<file path="src/rtl/regfile_dump_reader_if.sv">
// Bundle between the dump reader, the register-file debug port and the word sink.
// master: the reader itself; slave: the side that supplies control, register data and ready.
interface regfile_dump_reader_if #(
    parameter int DATA_WIDTH    = 32,
    parameter int ADDRESS_WIDTH = 5
);
    // control
    logic                     start;
    logic                     abort;
    logic [ADDRESS_WIDTH-1:0] first_addr;
    logic [ADDRESS_WIDTH-1:0] last_addr;

    // register file debug port
    logic [ADDRESS_WIDTH-1:0] testRegAddress;
    logic [DATA_WIDTH-1:0]    testRegData;

    // word stream
    logic [DATA_WIDTH-1:0]    out_data;
    logic [ADDRESS_WIDTH-1:0] out_addr;
    logic                     out_valid;
    logic                     out_ready;

    // status
    logic                     busy;
    logic                     done;
    logic [ADDRESS_WIDTH:0]   count;

    modport master (
        input  start, abort, first_addr, last_addr, testRegData, out_ready,
        output testRegAddress, out_data, out_addr, out_valid, busy, done, count
    );

    modport slave (
        output start, abort, first_addr, last_addr, testRegData, out_ready,
        input  testRegAddress, out_data, out_addr, out_valid, busy, done, count
    );
endinterface

</file>
<file path="src/rtl/regfile_dump_reader.sv">
// Sweeps a register index range on the debug port and streams (addr, data) pairs.
//
// state | meaning
// ------+---------------------------------------------------------------
// IDLE  | waiting for start; outputs hold their last values
// FETCH | debug address is settled; capture register word next edge
// SEND  | word presented with out_valid; wait for out_ready
// DONE  | one-cycle done pulse, then back to IDLE
module regfile_dump_reader #(
    parameter int DATA_WIDTH    = 32,
    parameter int ADDRESS_WIDTH = 5
) (
    input  logic                  clk,
    input  logic                  reset,
    regfile_dump_reader_if.master bus
);

    localparam logic [1:0] IDLE  = 2'd0;
    localparam logic [1:0] FETCH = 2'd1;
    localparam logic [1:0] SEND  = 2'd2;
    localparam logic [1:0] DONE  = 2'd3;

    logic [1:0]               r_state;
    logic [ADDRESS_WIDTH-1:0] r_last;
    logic [ADDRESS_WIDTH-1:0] r_reg_addr;
    logic [DATA_WIDTH-1:0]    r_out_data;
    logic [ADDRESS_WIDTH-1:0] r_out_addr;
    logic                     r_out_valid;
    logic [ADDRESS_WIDTH:0]   r_count;

    logic                     w_handshake;
    logic                     w_is_last;
    logic [ADDRESS_WIDTH-1:0] w_next_addr;

    assign w_handshake = r_out_valid && bus.out_ready;
    assign w_is_last   = (r_out_addr == r_last);
    // Natural overflow of the index width gives the modulo wrap (31 -> 0).
    assign w_next_addr = r_out_addr + 1'b1;

    // Sequencer: range latch, word capture, handshake accounting and abort.
    always_ff @(posedge clk or posedge reset) begin
        if (reset) begin
            r_state     <= IDLE;
            r_last      <= '0;
            r_reg_addr  <= '0;
            r_out_data  <= '0;
            r_out_addr  <= '0;
            r_out_valid <= 1'b0;
            r_count     <= '0;
        end else if (r_state == IDLE) begin
            // start wins over a simultaneous abort, which means nothing here
            if (bus.start) begin
                r_last     <= bus.last_addr;
                r_reg_addr <= bus.first_addr;
                r_count    <= '0;
                r_state    <= FETCH;
            end
        end else if (bus.abort) begin
            // abort beats a same-edge handshake: that word is dropped, not counted
            r_out_valid <= 1'b0;
            r_state     <= IDLE;
        end else begin
            case (r_state)
                FETCH: begin
                    r_out_data  <= bus.testRegData;
                    r_out_addr  <= r_reg_addr;
                    r_out_valid <= 1'b1;
                    r_state     <= SEND;
                end
                SEND: begin
                    if (w_handshake) begin
                        r_count     <= r_count + 1'b1;
                        r_out_valid <= 1'b0;
                        if (w_is_last) begin
                            r_state <= DONE;
                        end else begin
                            r_reg_addr <= w_next_addr;
                            r_state    <= FETCH;
                        end
                    end
                end
                DONE: begin
                    r_state <= IDLE;
                end
                default: begin
                    r_state <= IDLE;
                end
            endcase
        end
    end

    assign bus.testRegAddress = r_reg_addr;
    assign bus.out_data       = r_out_data;
    assign bus.out_addr       = r_out_addr;
    assign bus.out_valid      = r_out_valid;
    assign bus.count          = r_count;
    assign bus.busy           = (r_state == FETCH) || (r_state == SEND);
    assign bus.done           = (r_state == DONE);

endmodule

</file>
<file path="src/flat_wrapper.sv">
// flat-port wrapper written by rule: the top's interface ports become plain ports
module regfile_dump_reader_flat 
#(
    parameter int DATA_WIDTH    = 32,
    parameter int ADDRESS_WIDTH = 5
)
  (clk, reset, bus_start, bus_abort, bus_first_addr, bus_last_addr, bus_testRegData, bus_out_ready, bus_testRegAddress, bus_out_data, bus_out_addr, bus_out_valid, bus_busy, bus_done, bus_count);
  regfile_dump_reader_if #(.DATA_WIDTH(DATA_WIDTH), .ADDRESS_WIDTH(ADDRESS_WIDTH)) bus_i ();
  input  logic clk;
  input  logic reset;
  input wire logic [$bits(bus_i.start)-1:0] bus_start;
  input wire logic [$bits(bus_i.abort)-1:0] bus_abort;
  input wire logic [$bits(bus_i.first_addr)-1:0] bus_first_addr;
  input wire logic [$bits(bus_i.last_addr)-1:0] bus_last_addr;
  input wire logic [$bits(bus_i.testRegData)-1:0] bus_testRegData;
  input wire logic [$bits(bus_i.out_ready)-1:0] bus_out_ready;
  output wire logic [$bits(bus_i.testRegAddress)-1:0] bus_testRegAddress;
  output wire logic [$bits(bus_i.out_data)-1:0] bus_out_data;
  output wire logic [$bits(bus_i.out_addr)-1:0] bus_out_addr;
  output wire logic [$bits(bus_i.out_valid)-1:0] bus_out_valid;
  output wire logic [$bits(bus_i.busy)-1:0] bus_busy;
  output wire logic [$bits(bus_i.done)-1:0] bus_done;
  output wire logic [$bits(bus_i.count)-1:0] bus_count;
  assign bus_i.start = bus_start;
  assign bus_i.abort = bus_abort;
  assign bus_i.first_addr = bus_first_addr;
  assign bus_i.last_addr = bus_last_addr;
  assign bus_i.testRegData = bus_testRegData;
  assign bus_i.out_ready = bus_out_ready;
  assign bus_testRegAddress = bus_i.testRegAddress;
  assign bus_out_data = bus_i.out_data;
  assign bus_out_addr = bus_i.out_addr;
  assign bus_out_valid = bus_i.out_valid;
  assign bus_busy = bus_i.busy;
  assign bus_done = bus_i.done;
  assign bus_count = bus_i.count;
  regfile_dump_reader #(.DATA_WIDTH(DATA_WIDTH), .ADDRESS_WIDTH(ADDRESS_WIDTH)) u_core (.clk(clk), .reset(reset), .bus(bus_i));
endmodule
</file>
<file path="config.mk">
export PLATFORM = sky130hd
export DESIGN_NAME = regfile_dump_reader_flat
export DESIGN_NICKNAME = d
export VERILOG_FILES = /design/src/rtl/regfile_dump_reader_if.sv /design/src/rtl/regfile_dump_reader.sv /design/src/flat_wrapper.sv
export SDC_FILE = /design/constraint.sdc
export NUM_CORES = 1
export LEC_CHECK = 0
export CORE_UTILIZATION = 47
export CTS_CLUSTER_SIZE = 8
export DETAILED_ROUTE_END_ITERATION = 7
export PLACE_DENSITY_LB_ADDON = 0.3
export SYNTH_ARGS = -nofsm -noshare
export SYNTH_HDL_FRONTEND = slang
export SYNTH_SLANG_ARGS = --single-unit
</file>
<file path="constraint.sdc">
create_clock -name clk -period 3 [get_ports clk]
set_input_delay 0.9 -clock clk [delete_from_list [all_inputs] [get_ports clk]]
set_output_delay 0.9 -clock clk [all_outputs]
set_load 0.02 [all_outputs]
</file>
# == After elaboration in Yosys (flattened, before gate mapping) ==
# Index checks and enable logic that the tools add are counted.
# word_totals
wordCells,52
input_bits,47
out_inout_bits,51
reg_bits,56
# op_classes
n_eq_ne,9
n_reduce_logical,12
n_addsub,2
bitwise,2
n_mux,20
# op_table
operator,n
two-way mux 5 bit,6
two-way mux 6 bit,5
two-way mux 2 bit,5
"adder 6 x 1 -> 6 bit, second input constant",1
AND reduction 3 bit,2
"adder 5 x 1 -> 5 bit, second input constant",1
== test 5 bit,1
AND reduction 5 bit,1
"== test 2 bit, second input constant",2
"!= test 2 bit, second input constant",2
"!= test 4 x 2 -> 1 bit, second input constant",1
one-hot mux 2 bit (2 select lines),1
AND reduction 2 bit,2
AND reduction 4 bit,1
nonzero test 2 bit,2
"!= test 3 x 2 -> 1 bit, second input constant",1
nonzero test 3 bit,1
"== test 2 x 1 -> 1 bit, second input constant",1
logical NOT 2 bit,1
two-way mux 1 bit,2
"!= test 2 x 1 -> 1 bit, second input constant",1
NOT 1 bit,2
one-hot mux 1 bit (2 select lines),1
logical AND 1 bit,1
logical OR 1 bit,1

# == Depth between registers and ports, before layout ==
# depth
word_depth,6
ltp_mapped,8
depth_no_buf,6

# == Worst setup path before layout ==
# Ideal clock, no wire load.
# synth_timing
path_type,input to register
from,in bus_abort
to,reg u_core.r_reg_addr[0] (netlist: u_core.bus.testRegAddress[0])
arrival_ns,1.912
required_ns,2.875
n_path_buf,1
path_slack_ns,0.963
cell_stages,5
setup_ns,0.125
path_cell_list,and4bb_1 clkbuf_4 a21oi_4 a31oi_4 mux2_2
# synth_via
elab_chain_cells,2
# synth_lines
item,line,rtl
"start, declared",flat_wrapper.sv:12,input wire logic [$bits(bus_i.abort)-1:0] bus_abort;
!= test 2 x 1 -> 1 bit (no source line),--,
AND reduction 5 bit (no source line),--,
"end signal, assigned",regfile_dump_reader.sv:54,r_reg_addr <= bus.first_addr;
"end signal, assigned",regfile_dump_reader.sv:77,r_reg_addr <= w_next_addr;
"end, declared",regfile_dump_reader.sv:25,logic [ADDRESS_WIDTH-1:0] r_reg_addr;
# Every way passes these cells.
# A chain may end at the register's enable or synchronous reset.

# == Worst setup path after layout ==
# layout_timing
from,reg u_core.r_state[0]
to,out bus_busy
# layout_via
elab_chain_cells,2
word_cells_on_any_way,3
cone_classes,eq/ne (2); reduce/logical (1)
# layout_lines
item,line,rtl
"start, declared",regfile_dump_reader.sv:23,logic [1:0] r_state;
"start signal, assigned",regfile_dump_reader.sv:43,r_state <= IDLE;
"start signal, assigned",regfile_dump_reader.sv:56,r_state <= FETCH;
"start signal, assigned",regfile_dump_reader.sv:61,r_state <= IDLE;
== test 2 x 1 -> 1 bit / == test 2 bit (equally long branches),regfile_dump_reader.sv:97,assign bus.busy = (r_state == FETCH) || (r_state == SEND);
logical OR 1 bit (*),regfile_dump_reader.sv:97,
"end, declared",flat_wrapper.sv:21,output wire logic [$bits(bus_i.busy)-1:0] bus_busy;
# Every way passes the cells marked *; elsewhere a longest branch is shown, timed or not.

==> impl_metrics.csv <==
group,metric,value,unit
run_status,status,"finished, final reports clean",
critical_path,critPathCaptureType,"primary output",
timing,slew_headroom,64.7,%
grt,grt_pass1_vias,1722,
timing,max_freq,379,MHz
placement,io_buffer_count,97,
floorplan,coreArea,0.00511,mm2
floorplan,die_w,74.9,um
floorplan,dieHeight,74.9,um
synthesis,synth_ff_type,"dfrtp_1",
synthesis,synthArstFlopShare,100,%
clocking,clockRootBuffer,"clkbuf_8",
timing,setup_viol_count_final,0,
power,pwr-share-clk,12.9,%
power,leakage,0.00157,uW
grt,antenna_found_initial,0,
clocking,cts_buffers,5,
synthesis,ys.warnings.count,0,
floorplan,ios,98,
grt,grt_usage,19.5,%
grt,grt-ovfl-total,0,
placement,post_dp_cell_area,0.00354,mm2
run,drv_cap,0,
synthesis,syn_avg_cell_area,12.7,um2
final_layout,drive_above_1_share,19.3,%
floorplan,die_area,0.00561,mm2
drt,drt_iter0_drc,64,
critical_path,start_kind,"flop",
grt,grt_max_degree,57,
timing,tns,0,ns
clocking,cts_tree,"built",
final_layout,areaGrowthSynthToFinish,46.1,%
drt,drc,0,
power,p_comb_share,51.5,%
clocking,cts_hold_buffers,0,
critical_path,crit_fanout,4,
synthesis,synth_top_cell_by_area,"dfrtp_1",
drt,vias_per_cell,4.88,
synthesis,yosys.area.top_type_share,56.1,%
power,p_switching,1390,uW
clocking,post_cts_buffers,0,
clocking,clkSlewWorstSetupHoldPaths,0.09,ns
timing,worstMarginPinSlew,0.530,ns
critical_path,crit_required,2.10,ns
clocking,cts_buffer_depth,2,
synthesis,syn_inst,197,
synthesis,syn_nets,251,
clocking,cts_sinks,56,
final_layout,fill_cells,393,
power,intPower,2380,uW
timing,final_max_slew_viol_count,0,
timing,final.min_clock_period,2.64,ns
final_layout,antenna_cells,0,
synthesis,ys_seq_area_share,56.1,%
floorplan,start_util,48.9,%
drt,wl,5280,um
power,powerDensity,1030,mW/mm2
drt,drt.antenna.violating_nets,0,
critical_path,ff2ff_setup_slack,0.74,ns
floorplan,row_count,26,
final_layout,fin_area,0.00365,mm2
synthesis,yosys-top-cells-area,"dfrtp_1 (56%), mux2_2 (19%), nand2_1 (3.9%), xor2_1 (3.9%), ha_1 (3.5%)",
power,p_seq_share,35.6,%
synthesis,synth.distinct_cells,28,
worst_hold_path,min_path_type,"reg2reg",
clocking,cts_resized,0,
synthesis,synth-edff-count,0,
grt,grt_pass1_wl,8140,um
clocking,h-tree-depth,2,
placement,dpl.hpwl,3860,um
drt,routedWlPerCell,14.4,um
power,swShare,37.0,%
timing,hold_viol_final,0,
timing,final.setup_skew,0.00602,ns
synthesis,ys_ff_latch,56,
drt,first_pass_iters,4,
timing,rsz0062_at_grt,"false",
critical_path,crit_type,"reg2out",
timing,timing.final.crit_share,87.9,%
critical_path,arrival,1.74,ns
clocking,clock_latency,0.31,ns
power,ir_drop,0.713,mV
final_layout,nets,349,
synthesis,syn-cell-area,0.00250,mm2
drt,vias,1786,
placement,place_congestion,0.807,
## area by class of cell
| class | instances | area, um2 | share of cell area, % |
|---|---|---|---|
| timing repair buffer | 100 | 1020 | 27.9 |
| tap | 70 | 87.6 | 2.40 |
| clock inverter | 2 | 35.0 | 0.959 |
| clock buffer | 6 | 72.6 | 1.99 |
| sequential | 56 | 1400 | 38.4 |
| inverter | 5 | 18.8 | 0.514 |
| multi-input combinational | 127 | 1020 | 27.9 |
## final timing paths
kind                                                     start                                       end  cells past startpoint
min reg2reg                u_core.bus.out_data[24]$_DFFE_PP0P_       u_core.bus.out_data[24]$_DFFE_PP0P_                      1
max in group asynchronous                                reset        u_core.bus.out_addr[0]$_DFFE_PP0P_                      3
max reg2reg                      u_core.r_state[0]$_DFFE_PP0P_  u_core.bus.testRegAddress[0]$_DFFE_PP0P_                      6
max                              u_core.r_state[0]$_DFFE_PP0P_                                  bus_busy                      3
min                        u_core.bus.out_data[24]$_DFFE_PP0P_       u_core.bus.out_data[24]$_DFFE_PP0P_                      1
min in group asynchronous                                reset       u_core.bus.out_data[18]$_DFFE_PP0P_                      3
## registers in the layout, summed over array words and instances, names as in the netlist
signal and count:
u_core.bus.out_data 32, u_core.r_state 2, u_core.bus.testRegAddress 5, u_core.bus.count 6
u_core.bus.out_addr 5, u_core.bus.out_valid 1, u_core.r_last 5
## power groups by stage
stage	Combinational (uW)	Sequential [uW]	Clock (uW)
final	1940	1340	487
after global routing	2090	1400	525
after floorplan	804	1670	0
after CTS	1970	1350	504
after detailed placement	1960	1360	0
after global placement	1920	1340	0
## cells by family after synthesis
family / after synthesis / synth area share (%)
flip-flops: 56 / 56.1
buffers and inverters: 14 / 3.25
adder cells (fa/ha/maj): 7 / 3.50
multiplexers: 43 / 19.4
AND/OR/NAND/NOR: 51 / 9.46
AO/OA/AOI/OAI: 14 / 4.15
XOR/XNOR: 12 / 4.20
## cell usage after synthesis (2+ instances only)
library cell,count
ha_1,7
nand4_1,3
nand3_1,7
nor2_1,6
and2_1,3
mux2_2,43
and3_1,2
dfrtp_1,56
buf_2,2
o21ai_0,6
a21oi_1,3
nand2_1,26
inv_1,5
buf_4,4
xor2_1,11
## cells in the final DEF (no fill, tap or decap), types with 4 or more instances in the layout
cell type,n
clkbuf_8,5
clkdlybuf4s50_1,97
dfrtp_1,56
ha_1,7
inv_1,4
mux2_2,43
nand2_1,26
nand3_1,7
nor2_1,6
o21ai_0,6
xor2_1,11
## metal layers
layer,up-vias,track usage (%),wire length [um]
li1,872,-,-
met3,7,6.83,362
met4,0,5.66,63
met5,-,0,0
met1,858,25.2,2170
met2,49,31.2,2680
## metrics by stage
| stage | worst slack [ns] | cells | hold slack (ns) | utilization [%] | power [uW] |
|---|---|---|---|---|---|
| after detailed placement | 0.336 | 358 | 0.494 | 69.4 | 3330 |
| after floorplan | 0.729 | 197 | 0.465 | - | 2480 |
| after global routing | 0.308 | 366 | 0.533 | 71.5 | 4010 |
| after CTS | 0.349 | 366 | 0.517 | 71.5 | 3820 |
| after global placement | 0.382 | 358 | 0.486 | 69.4 | 3260 |
| final | 0.363 | 366 | 0.512 | 71.5 | 3770 |
## worst max-delay path, cell delays in order, from the launching register on
cell and delay, ns:
dfrtp_1 0.41, inv_1 0.10, ha_1 0.32, clkdlybuf4s50_1 0.61
Note: power is estimated with default switching activity, not from simulation.
